==> src/rtl/wb_defs.sv <==
// wb_defs: shared sizing and the queued-load entry layout for the
// register write-back stage.
//   DEPTH   - load queue entries
//   ADDR_W  - register number width
//   DATA_W  - register data width
//   wb_entry_t - {kill, dst, data}. A killed entry still occupies its slot
//                and pops in order, but it never reaches the register file.
package wb_defs;

    localparam int DEPTH  = 4;
    localparam int ADDR_W = 5;
    localparam int DATA_W = 32;
    localparam int NREGS  = 1 << ADDR_W;
    localparam int CNT_W  = $clog2(DEPTH + 1);
    localparam int PTR_W  = $clog2(DEPTH);

    typedef struct packed {
        logic              kill;
        logic [ADDR_W-1:0] dst;
        logic [DATA_W-1:0] data;
    } wb_entry_t;

endpackage

==> src/rtl/wb_fifo.sv <==
// wb_fifo: in-order load queue with per-entry kill-by-address.
//   clk, rst      - clock, asynchronous active-high reset
//   push          - enqueue push_entry (ignored when full)
//   push_entry    - entry to enqueue, kill bit supplied by the caller
//   pop           - drop the head entry (ignored when empty)
//   kill_en       - mark every live entry whose dst == kill_dst as killed
//   kill_dst      - register number for kill_en
//   head          - current head entry (only meaningful when count != 0)
//   count         - live entries, 0..DEPTH
//   busy_mask     - one-hot(dst) OR-ed over live, not-killed entries
module wb_fifo
    import wb_defs::*;
(
    input  logic              clk,
    input  logic              rst,
    input  logic              push,
    input  wb_entry_t         push_entry,
    input  logic              pop,
    input  logic              kill_en,
    input  logic [ADDR_W-1:0] kill_dst,
    output wb_entry_t         head,
    output logic [CNT_W-1:0]  count,
    output logic [NREGS-1:0]  busy_mask
);

    logic [ADDR_W-1:0] dst_mem  [DEPTH];
    logic [DATA_W-1:0] data_mem [DEPTH];
    logic [DEPTH-1:0]  vld;
    logic [DEPTH-1:0]  kill;
    logic [PTR_W-1:0]  rd_ptr;
    logic [PTR_W-1:0]  wr_ptr;
    logic              do_push;
    logic              do_pop;

    assign do_push = push && (count != CNT_W'(DEPTH));
    assign do_pop  = pop  && (count != '0);

    // Payload storage carries no reset; vld/kill decide what is live.
    always_ff @(posedge clk) begin
        if (do_push) begin
            dst_mem[wr_ptr]  <= push_entry.dst;
            data_mem[wr_ptr] <= push_entry.data;
        end
    end

    always_ff @(posedge clk or posedge rst) begin
        if (rst) begin
            vld    <= '0;
            kill   <= '0;
            rd_ptr <= '0;
            wr_ptr <= '0;
            count  <= '0;
        end else begin
            // The push slot is never live (no push when full), so the kill
            // scan and the push write cannot collide.
            for (int i = 0; i < DEPTH; i++) begin
                if (kill_en && vld[i] && (dst_mem[i] == kill_dst))
                    kill[i] <= 1'b1;
            end
            if (do_push) begin
                vld[wr_ptr]  <= 1'b1;
                kill[wr_ptr] <= push_entry.kill;
                wr_ptr       <= wr_ptr + PTR_W'(1);
            end
            if (do_pop) begin
                vld[rd_ptr] <= 1'b0;
                rd_ptr      <= rd_ptr + PTR_W'(1);
            end
            case ({do_push, do_pop})
                2'b10:   count <= count + CNT_W'(1);
                2'b01:   count <= count - CNT_W'(1);
                default: count <= count;
            endcase
        end
    end

    always_comb begin
        head.kill = kill[rd_ptr];
        head.dst  = dst_mem[rd_ptr];
        head.data = data_mem[rd_ptr];
    end

    always_comb begin
        busy_mask = '0;
        for (int i = 0; i < DEPTH; i++) begin
            if (vld[i] && !kill[i])
                busy_mask[dst_mem[i]] = 1'b1;
        end
    end

endmodule

==> src/rtl/reg_writeback.sv <==
// reg_writeback: merges an unstallable ALU result stream and a queued load
// stream into a single registered register-file write port.
//   clk, rst                    - clock, asynchronous active-high reset
//   alu_valid/alu_dst/alu_data  - ALU result, never back-pressured
//   ld_valid/ld_dst/ld_data     - load result offer
//   ld_ready                    - load queue has room (registered count only)
//   regWrite/wr_add/writeData   - registered register-file write
//   busy_mask                   - registers with a live, unkilled queued load
//   q_count                     - queued load entries, 0..DEPTH
module reg_writeback
    import wb_defs::*;
(
    input  logic              clk,
    input  logic              rst,
    input  logic              alu_valid,
    input  logic [ADDR_W-1:0] alu_dst,
    input  logic [DATA_W-1:0] alu_data,
    input  logic              ld_valid,
    input  logic [ADDR_W-1:0] ld_dst,
    input  logic [DATA_W-1:0] ld_data,
    output logic              ld_ready,
    output logic              regWrite,
    output logic [ADDR_W-1:0] wr_add,
    output logic [DATA_W-1:0] writeData,
    output logic [NREGS-1:0]  busy_mask,
    output logic [CNT_W-1:0]  q_count
);

    logic      alu_issue;
    logic      ld_accept;
    logic      pop;
    wb_entry_t push_entry;
    wb_entry_t head;

    // r0 is hardwired; an ALU write to it is simply not issued.
    assign alu_issue = alu_valid && (alu_dst != '0);

    // A pop in the same cycle does not open a slot: ready looks only at the
    // registered count. Held low during reset so nothing is taken.
    assign ld_ready  = !rst && (q_count != CNT_W'(DEPTH));
    assign ld_accept = ld_valid && ld_ready;

    // The ALU owns the write port whenever it issues; the queue drains only
    // in the gaps.
    assign pop = !alu_issue && (q_count != '0);

    // A load colliding with a same-cycle ALU write to the same register is
    // the older value, so it goes in already dead. Loads to r0 likewise.
    always_comb begin
        push_entry.kill = (ld_dst == '0) || (alu_issue && (ld_dst == alu_dst));
        push_entry.dst  = ld_dst;
        push_entry.data = ld_data;
    end

    wb_fifo u_fifo (
        .clk        (clk),
        .rst        (rst),
        .push       (ld_accept),
        .push_entry (push_entry),
        .pop        (pop),
        .kill_en    (alu_issue),
        .kill_dst   (alu_dst),
        .head       (head),
        .count      (q_count),
        .busy_mask  (busy_mask)
    );

    always_ff @(posedge clk or posedge rst) begin
        if (rst) begin
            regWrite  <= 1'b0;
            wr_add    <= '0;
            writeData <= '0;
        end else if (alu_issue) begin
            regWrite  <= 1'b1;
            wr_add    <= alu_dst;
            writeData <= alu_data;
        end else if (pop && !head.kill) begin
            regWrite  <= 1'b1;
            wr_add    <= head.dst;
            writeData <= head.data;
        end else begin
            // Killed pops and idle cycles: no write, address/data hold.
            regWrite  <= 1'b0;
        end
    end

endmodule

==> config.mk <==
export PLATFORM = sky130hd
export DESIGN_NAME = reg_writeback
export DESIGN_NICKNAME = d
export VERILOG_FILES = /design/src/rtl/wb_defs.sv /design/src/rtl/wb_fifo.sv /design/src/rtl/reg_writeback.sv
export SDC_FILE = /design/constraint.sdc
export NUM_CORES = 1
export LEC_CHECK = 0
export ABC_CLOCK_PERIOD_IN_PS = 3300
export CAP_MARGIN = 20
export CORE_MARGIN = 2
export CORE_UTILIZATION = 50
export CTS_CLUSTER_SIZE = 40
export DETAILED_ROUTE_END_ITERATION = 8
export PLACE_DENSITY = 0.8
export SLEW_MARGIN = 20
export SYNTH_ARGS = -nofsm -noshare
export SYNTH_HDL_FRONTEND = slang
export SYNTH_SLANG_ARGS = --single-unit
==> constraint.sdc <==
create_clock -name clk -period 3.3 [get_ports clk]
set_clock_uncertainty 0.15 [all_clocks]
set_input_delay 0.33 -clock clk [delete_from_list [all_inputs] [get_ports clk]]
set_output_delay 0.33 -clock clk [all_outputs]
set_load 0.02 [all_outputs]
# --- Yosys cells after proc, flatten, opt, wreduce, memory -nomap -nowiden ---
# Memories as Yosys holds them, arrays and structs flattened.
# Cells that the tools add are included.
word_totals:
  elab_cells: 114
  reg_bits: 53
  ramBits: 148
  in_bits: 78
  memories: 2
  output_inout_bits: 74
mem_list:
  columns: ["name", "depth", "width", "rd", "rd_ports_with_merged_regs", "write_ports", "line", "source"]
  rows:
  - ["u_fifo.data_mem", 4, 32, 1, 0, 1, "wb_fifo.sv:27", "logic [DATA_W-1:0] data_mem [DEPTH];"]
  - ["u_fifo.dst_mem", 4, 5, 5, 0, 1, "wb_fifo.sv:26", "logic [ADDR_W-1:0] dst_mem [DEPTH];"]
op_classes:
  n_bitwise: 6
  n_mux: 35
  add_sub_neg: 4
  eq_ne: 8
  n_reduce_logical: 39
  order_cmp: 12
op_table:
  columns: ["operator", "count"]
  rows:
  - ["2-to-1 mux 32 bit", 6]
  - ["OR 32 bit", 3]
  - ["logical AND 1 bit", 26]
  - ["== test 5 bit", 5]
  - ["less-than comparator 5 x 6 -> 1 bit, second input constant", 4]
  - ["demux 1 bit (select 5 bit)", 4]
  - [">= comparator 5 x 1 -> 1 bit, second input constant", 4]
  - ["2-to-1 mux 1 bit", 15]
  - ["2-to-1 mux 4 bit", 3]
  - ["2-to-1 mux 5 bit", 2]
  - ["logical NOT 1 bit", 7]
  - ["less-than comparator 2 x 3 -> 1 bit, second input constant", 2]
  - ["one-hot mux 3 bit (2 select lines)", 1]
  - ["logical NOT 5 bit", 1]
  - ["nonzero test 5 bit", 1]
  - ["adder 2 x 1 -> 2 bit, second input constant", 2]
  - ["bitwise AND 4 bit", 1]
  - ["bitwise mux 4 bit", 1]
  - ["demux 1 bit (select 2 bit)", 2]
  - [">= comparator 2 x 1 -> 1 bit, second input constant", 2]
  - ["NOT 4 bit", 1]
  - ["OR 4 bit", 1]
  - ["nonzero test 2 bit", 2]
  - ["adder 3 x 1 -> 3 bit, second input constant", 1]
  - ["other kinds (7)", 7]

# --- Depth between registers and ports, before layout ---
# Gate-level depths: netlist of the first run.
logic_depth:
  word_depth: 11
  ltp_mapped: 10
  ltp_nobuf: 9

# --- Modules after synthesis ---
# A second synthesis of the first run with hierarchy kept.
unflattened:
  hier_cells: 612
  hier_area_um2: 9265.1
by_module_without_submodules:
  columns: ["mod", "instances", "seq_area_each_um2", "area_each_um2", "cells_each"]
  rows:
  - ["wb_fifo", 1, 4819.6, 7377.1, 433]
  - ["reg_writeback", 1, 950.9, 1888.1, 179]

# --- Worst setup path before layout of the first run ---
# OpenSTA, ideal clock, no wires.
synth_timing:
  path_kind: "flip-flop to flip-flop"
  from: "reg u_fifo.count[0]"
  to: "mem u_fifo.data_mem[0][0] (enable)"
  stages_incl_launch_ff: 4
  t_required_ns: 2.750
  period_less_slack_ns: 2.589
  t_arrival_ns: 2.038
  setup_slack_ns: 0.711
  path_buffers: 0
  path_cell_list: "dfrtp_1 -> nor2_1 -> a211oi_2 -> and2_1"
synth_between:
  elab_chain_cells: 6
synth_lines:
  columns: ["element", "line", "source"]
  rows:
  - ["start, declared", "wb_fifo.sv:22", "output logic [CNT_W-1:0] count,"]
  - ["start signal, assigned", "wb_fifo.sv:70", "2'b10: count <= count + CNT_W'(1);"]
  - ["start signal, assigned", "wb_fifo.sv:71", "2'b01: count <= count - CNT_W'(1);"]
  - ["start signal, assigned", "wb_fifo.sv:72", "default: count <= count;"]
  - ["!= test 3 bit *", "wb_fifo.sv:35, reg_writeback.sv:40", null]
  - ["logical AND 1 bit", "reg_writeback.sv:40", "assign ld_ready = !rst && (q_count != CNT_W'(DEPTH));"]
  - ["logical AND 1 bit", "reg_writeback.sv:41", "assign ld_accept = ld_valid && ld_ready;"]
  - ["logical AND 1 bit *", "wb_fifo.sv:35", "assign do_push = push && (count != CNT_W'(DEPTH));"]
  - ["2-to-1 mux 1 bit *", "wb_fifo.sv:40", "if (do_push) begin"]
  - ["2-to-1 mux 1 bit (implied by the code) *", "wb_fifo.sv:42", "data_mem[wr_ptr] <= push_entry.data;"]
  - ["end, declared", "wb_fifo.sv:27", null]
# Every way passes the cells marked *; elsewhere a longest branch is shown, timed or not.

# --- Final worst setup path of the first run ---
layout_timing:
  from: "reg u_fifo.vld[0]"
  to: "out busy_mask[0]"
layout_between:
  elab_chain_cells: 8
layout_lines:
  columns: ["element", "line", "source"]
  rows:
  - ["start, declared", "wb_fifo.sv:28", "logic [DEPTH-1:0] vld;"]
  - ["start signal, assigned", "wb_fifo.sv:48", "vld <= '0;"]
  - ["start signal, assigned by index", "wb_fifo.sv:61", "vld[wr_ptr] <= 1'b1;"]
  - ["start signal, assigned by index", "wb_fifo.sv:66", "vld[rd_ptr] <= 1'b0;"]
  - ["logical AND 1 bit *", "wb_fifo.sv:86", "if (vld[i] && !kill[i])"]
  - ["2-to-1 mux 32 bit *", "wb_fifo.sv:86", null]
  - ["OR 32 bit (no line)", null, null]
  - ["2-to-1 mux 32 bit *", "wb_fifo.sv:86", null]
  - ["OR 32 bit (no line)", null, null]
  - ["2-to-1 mux 32 bit *", "wb_fifo.sv:86", null]
  - ["OR 32 bit (no line)", null, null]
  - ["2-to-1 mux 32 bit *", "wb_fifo.sv:86", null]
  - ["end, declared", "reg_writeback.sv:25", "output logic [NREGS-1:0] busy_mask,"]
# Marked as above.

==> results.md, run 1 <==
* Final min period at 3.142 ns
* Reg-to-reg critical path startpoint: u_fifo.count[0]$_DFFE_PP0P_
* Post-Route WL at between 20000 and 25000 microns
* Total Power at 9.167 mW
* Starting Density at 0.5092
* CTS tree: built
* Max Cap Violations at 0
* End of the critical path: busy_mask[0]
* CTS Sinks at 201
* P_int at 6.113 mW
* H-Tree Level Count at 1
* Register area share after synthesis at 0.6058
* Comb power frac at 0.361
* Vias after detailed routing at 6458
* Synth top area cells: edfxtp_1 (47%), dfrtp_1 (14%), mux4_2 (9.0%)
* Pin count of the biggest net entering global routing at 75
* Core Area at approximately 19000 sq um
* Syn. warnings at 0
* WP data required at between 2 and 3 ns
* Drt via density at about 6
* Post-synthesis to final-layout area growth at 25.72%
* Vias in the first global route at 6674
* Tcrit/Tclk final at 0.9520
* Peak supply drop at 0.5789 mV
* Net switching power at 3.054 mW
* Chip Width at ~140 microns
* CTS buffer count at 20
* Iter 0 DRT Violations at 547
* # hold bufs at CTS at 0
* Routed Antenna Nets at 0
* Switching Share at 0.3331
* Final nets at 913
* Fmax at ~0.32 GHz
* Slew HR at 0.3827
* Synth area leader: edfxtp_1
* Cell Pwr Density at ~770 nW/um^2
* Share of layout cells above drive strength 1 at 0.1669
* Wire per inst at 21.84 microns
* Clock transition at path regs at 0.06 ns
* Final Util at 0.6402
* Clock latency on the worst-skew pair at 0.49 ns
* CP max FO at 8
* WP data arrival at 2.66 ns
* Slew Viols, Final at 0
* Grt ovf at 0
* Bufs on Longest Clock Path at 3
* Die ar. at between 20000 and 25000 sq um
* Slew @ Worst Pin at 0.9259 ns
* Crit Path Category: flip-flop to primary output
* Cell count after placement at 1037
* Share of the synthesized area in the top cell type at 0.4666
* Clk Tree Root Cell: clkbuf_16
* Reg2reg end: u_fifo.count[2]$_DFFE_PP0P_
* Ys async rst share at 0.2637
* Status: completed
* Final setup fails at 0
* Leakage Power at 4.179 nW
* Setup_tns at 0 ns
* Clock Power Share at 0.245
* # DRC at 0
* Ant. Diodes at 0
* Worst reg2reg path depth at 9
* PortBufs at between 150 and 200
* Final Hold Viols at 0
* Fillers at ~1400
* Post-synthesis register bit count at 201
* DP HPWL at 15340 microns
* I/O pin count at 152
* Sequential power share at 0.394
* Final Wtd Congestion at 0.8844
* DIE HEIGHT at 142.0 microns
* Total Routing Usage GR at 0.2360
* Critical path origin: u_fifo.vld[0]$_DFF_PP0_
* First-pass GRT wire length at ~37000 microns
* Hold Crit Class: input pin to asynchronous set/reset pin
* Crit path launch type: flip-flop
* RSZ-0062 raised after global routing: false
* Primary FF master, synth: edfxtp_1
* Rows at 50
* Worst R2R Setup Slack at 1.00 ns
* CP endpoint kind: primary output
* Mapped Cells at 675
* Initial antenna violation count at 0
* Netlist cell types at 58
* Drt pass-1 iters at 5
* Synthesized net count at 763
* Synth Area per Inst at 14.11 sq um
* Non-Filler Instances at 1073
* EDFF count, synth at 148
* Netlist Area Pre-Place at 9525 sq um
[cells in the mapped netlist, types with 2 or more instances]
library cell	n
nor3b_1	5
dfrtp_1	53
clkbuf_1	19
nand4b_1	2
or3b_2	5
buf_6	4
nor4bb_1	3
o21ai_1	5
a21oi_1	6
o21ai_0	5
ha_1	9
nor3_1	13
buf_2	18
o221ai_1	15
nand4bb_1	2
and2_1	5
mux4_2	38
mux2i_1	10
buf_4	5
or3_1	3
a41oi_1	4
a22oi_1	14
a221o_1	4
nor4b_2	3
edfxtp_1	148
xnor2_1	7
a31oi_1	32
and3_1	3
nand3b_1	9
nor4_1	4
buf_1	2
xor2_1	23
o211ai_1	12
nand3_1	3
nor2_1	14
a2bb2oi_1	4
and3b_1	4
nand2_1	93
nor2b_1	2
o22a_1	5
a32oi_1	2
nor3_2	24
inv_1	19
[cell type report]
type | instances | area (sq um) | area share
flip-flops and latches | 201 | 5772 | 0.4820
multi-input cells | 407 | 3447 | 0.2878
repair buffers | 176 | 1737 | 0.1450
well taps | 234 | 292.8 | 0.02445
inverters | 19 | 71.32 | 0.005956
clock buffers | 27 | 558.0 | 0.04660
clock inverters | 9 | 97.59 | 0.008150
[state kept, by name, indices dropped and copies added, names as in the netlist]
name	cells
u_fifo.data_mem	128
writeData	32
u_fifo.dst_mem	20
wr_add	5
u_fifo.kill	4
u_fifo.vld	4
u_fifo.count	3
u_fifo.rd_ptr	2
u_fifo.wr_ptr	2
regWrite	1
[power by group through the flow]
| stage | clock network [mW] | registers, mW | logic (mW) |
|---|---|---|---|
| floorplan | 0 | 3.87 | 1.85 |
| global placement | 0 | 3.63 | 3.26 |
| detailed placement | 0 | 3.64 | 3.33 |
| CTS | 2.28 | 3.61 | 3.35 |
| global route | 2.39 | 3.66 | 3.56 |
| finish | 2.25 | 3.61 | 3.31 |
[how the worst min path moves through the flow]
stage          cells after the start                              end  slack [ns]
5_1_grt                            2     u_fifo.wr_ptr[0]$_DFFE_PP0P_        0.24
3_3_place_gp                       2            wr_add[1]$_DFFE_PP0P_        0.39
4_1_cts                            2          u_fifo.vld[2]$_DFF_PP0_        0.17
6_report                           2          u_fifo.vld[2]$_DFF_PP0_        0.14
2_1_floorplan                      0  u_fifo.data_mem[0][0]$_DFFE_PP_        0.28
3_5_place_dp                       2            wr_add[0]$_DFFE_PP0P_        0.41
[routing by layer]
metal | vias up | share of wire | GRT usage
met5 | - | 0 | 0
met4 | 0 | 0.023 | 0.08053
met3 | 48 | 0.074 | 0.03869
met2 | 304 | 0.48 | 0.3842
met1 | 3194 | 0.42 | 0.3267
li1 | 2912 | - | -
[timing repair]
action                                  CTS  global route
endpoints found under the setup margin    0             6
setup buffers                             0             0
gates resized for setup                   0             3
[logic make-up after synthesis]
group,share of synthesized area
xor gates and xnor gates,0.02758
and+or+nand+nor,0.1249
AOI/OAI and AO/OA,0.09234
muxes,0.1015
buffers and inverters,0.03389
DFF,0.6058
adders and majority gates,0.01392
[cells in the final DEF, fill, tap and decap left out, types with 5 or more instances in the layout]
cell and instances:
nor2_1 13, mux2i_1 10, xnor2_1 7, a22oi_1 14, clkdlybuf4s50_1 151, clkbuf_16 21
dfrtp_1 52, a31oi_1 32, xor2_1 23, inv_1 18, edfxtp_1 148, ha_1 9
clkbuf_1 5, nand3b_1 9, nand2_1 93, o221ai_1 15, o211ai_1 12, o21ai_0 5
o21ai_1 5, buf_4 22, or3b_2 5, o22a_1 5, nor3_2 24, mux4_2 38
nor3_1 13, a21oi_1 6
[stage by stage]
| stage | cell area, sq um | hold WS (ns) | setup WS, ns |
|---|---|---|---|
| floorplan | 9525 | 0.2789 | 0.7114 |
| global placement | 11310 | 0.3861 | 0.4039 |
| detailed placement | 11310 | 0.4073 | 0.3708 |
| CTS | 11970 | 0.1688 | 0.1253 |
| global route | 11980 | 0.2417 | 0.04913 |
| finish | 11980 | 0.1442 | 0.1585 |
[critical path: stages (launching register included)]
cell and delay (ns):
dfrtp_1 0.38, nor2b_2 0.22, or3b_2 0.59, o21ai_0 0.21, a221o_1 0.16, clkdlybuf4s50_1 0.60
Power figures use the tool's default switching activity.
==> run 2, diff against run 1 <==
Settings changed: CAP_MARGIN 20 to 15.
==> results of run 2 <==
Final layout, timing and power as in run 1 (identical DEF).
==> run 3, diff against run 2 <==
Settings changed: CTS_CLUSTER_SIZE 40 to 12.
==> run 3 against run 2 <==
Effect of this change: combinational power barely moved; power fell by 1.2%; wire length fell by 0.81%; hold slack improved by 0.018 ns; largest cell class unchanged; largest power group unchanged; highest routed layer unchanged.
==> results.md, run 3 (synthesis results as in run 1) <==
* Reg-to-reg critical path startpoint: u_fifo.kill[2]$_DFF_PP0_
* Bufs on Longest Clock Path at 3
* Cell count after placement at 1037
* Final setup fails at 0
* Final nets at 914
* Final Wtd Congestion at 0.8844
* Slew Viols, Final at 0
* Largest register FFs at 128
* Core Area at 18710 sq um
* Commonest cells after routing, fill and taps aside: clkdlybuf4s50_1 (151), edfxtp_1 (148), nand2_1 (93), dfrtp_1 (52), mux4_2 (38)
* Crit Path Category: flip-flop to primary output
* Fmax at ~0.32 GHz
* CTS tree: built
* Vias in the first global route at around 6600
* Comb power frac at 0.364
* Peak supply drop at 0.5038 mV
* Clock latency on the worst-skew pair at 0.49 ns
* Non-Filler Instances at between 1000 and 1500
* Net switching power at 3.041 mW
* Reg2reg end: wr_add[3]$_DFFE_PP0P_
* Cell Pwr Density at 758.7 nW/um^2
* CP endpoint kind: primary output
* CTS buffer count at 21
* # hold bufs at CTS at 0
* Chip Width at 142.0 microns
* Leakage Power at approximately 4.2 nW
* Share of layout cells above drive strength 1 at 0.1643
* Post-Route WL at around 23000 microns
* Vias after detailed routing at between 6000 and 7000
* Setup ws final at 0.1647 ns
* Clock Power Share at 0.237
* WP data required at 2.82 ns
* Largest regs: u_fifo.data_mem: 128 flops, writeData: 32 flops, u_fifo.dst_mem: 20 flops
* Status: completed
* DIE HEIGHT at ~140 microns
* Final Hold Viols at 0
* # DRC at 0
* Most common cell after layout, fill and taps aside: clkdlybuf4s50_1
* Hold Slack at 0.1618 ns
* Setup_tns at 0 ns
* Sequential power share at 0.399
* H-Tree Level Count at 1
* Max Cap Violations at 0
* Clk Tree Root Cell: clkbuf_16
* CTS Sinks at 201
* First-pass GRT wire length at about 37000 microns
* Final Util at 0.6384
* Total Routing Usage GR at 0.2331
* Starting Density at 0.5092
* Post-synthesis to final-layout area growth at 25.36%
* DP HPWL at between 15000 and 20000 microns
* Wire per inst at 21.64 microns
* Routed Antenna Nets at 0
* Slew HR at 0.3886
* Pin count of the biggest net entering global routing at 75
* Final min period at between 3 and 4 ns
* Fin area at 11940 sq um
* Worst reg2reg path depth at 4
* Place WS at 0.3708 ns
* Switching Share at 0.3356
* CP max FO at 8
* Rows at 50
* Largest Register: u_fifo.data_mem
* Hold Crit Class: input pin to asynchronous set/reset pin
* Die ar. at roughly 20000 sq um
* Post-DP Area at roughly 11000 sq um
* Drt pass-1 iters at 5
* Initial antenna violation count at 0
* Drt via density at 5.990
* Slew @ Worst Pin at 0.9171 ns
* P_int at ~6.0 mW
* WP data arrival at 2.66 ns
* Ant. Diodes at 0
* Setup Buffers After CTS at 0
* PortBufs at 151
* RSZ-0062 raised after global routing: false
* Clock transition at path regs at 0.06 ns
* Tcrit/Tclk final at 0.9501
* Worst R2R Setup Slack at roughly 0.99 ns
* Crit path launch type: flip-flop
* Fillers at between 1000 and 1500
* I/O pin count at 152
* Iter 0 DRT Violations at 475
* Total Power at 9.060 mW
* Grt ovf at 0
[run 3: cell count changes in the layout (fill, tap and decap cells not counted)]
cell	before	now
bufinv_16	2	0
clkbuf_1	5	11
clkbuf_8	1	3
clkinv_1	3	0
clkinv_2	2	1
clkinvlp_4	1	0
[run 3: worst max path at each step]
stage	start	end	slack [ns]	cells after the start
after floorplan	u_fifo.count[0]$_DFFE_PP0P_	u_fifo.data_mem[0][0]$_DFFE_PP_	0.71	3
after global placement	alu_dst[1]	u_fifo.count[2]$_DFFE_PP0P_	0.40	10
after detailed placement	alu_dst[1]	u_fifo.count[2]$_DFFE_PP0P_	0.37	10
after CTS	u_fifo.vld[0]$_DFF_PP0_	busy_mask[0]	0.13	5
after global routing	u_fifo.vld[0]$_DFF_PP0_	busy_mask[0]	0.05	5
final	u_fifo.vld[0]$_DFF_PP0_	busy_mask[0]	0.16	5
[run 3: power by group through the flow]
stage / sequential (mW) / combinational, mW / clock, mW
after floorplan: 3.87 / 1.85 / 0
after global placement: 3.63 / 3.26 / 0
after detailed placement: 3.64 / 3.33 / 0
after CTS: 3.61 / 3.34 / 2.18
after global routing: 3.66 / 3.56 / 2.28
final: 3.61 / 3.30 / 2.15
[run 3: layout make-up]
type	count	area [sq um]	area share
Multi-Input combinational cell	407	3447	0.2887
Sequential cell	201	5772	0.4833
Clock buffer	35	608.1	0.05092
Clock inverter	2	13.76	0.001153
Timing Repair Buffer	176	1737	0.1454
Tap cell	234	292.8	0.02452
Inverter	19	71.32	0.005972
[run 3: routing by layer]
metal  routed length [microns]  global-route usage  share of wire  up-vias
li1                          -                   -              -     2914
met1                     10090              0.3255           0.43     3211
met2                     11190              0.3827           0.48      270
met3                      1563             0.04038          0.067       38
met4                       398             0.06263          0.017        0
met5                         0                   0              0        -
[run 3: what timing repair did]
action | 4_1_cts | 5_1_grt
endpoints found under the setup margin | 0 | 6
endpoints found under the hold margin | 0 | 0
gates resized for setup | 0 | 3
[run 3: critical path: stages (launching register included)]
cell	delay, ns
dfrtp_1	0.38
nor2b_2	0.21
or3b_2	0.59
o21ai_0	0.21
a221o_1	0.17
clkdlybuf4s50_1	0.61
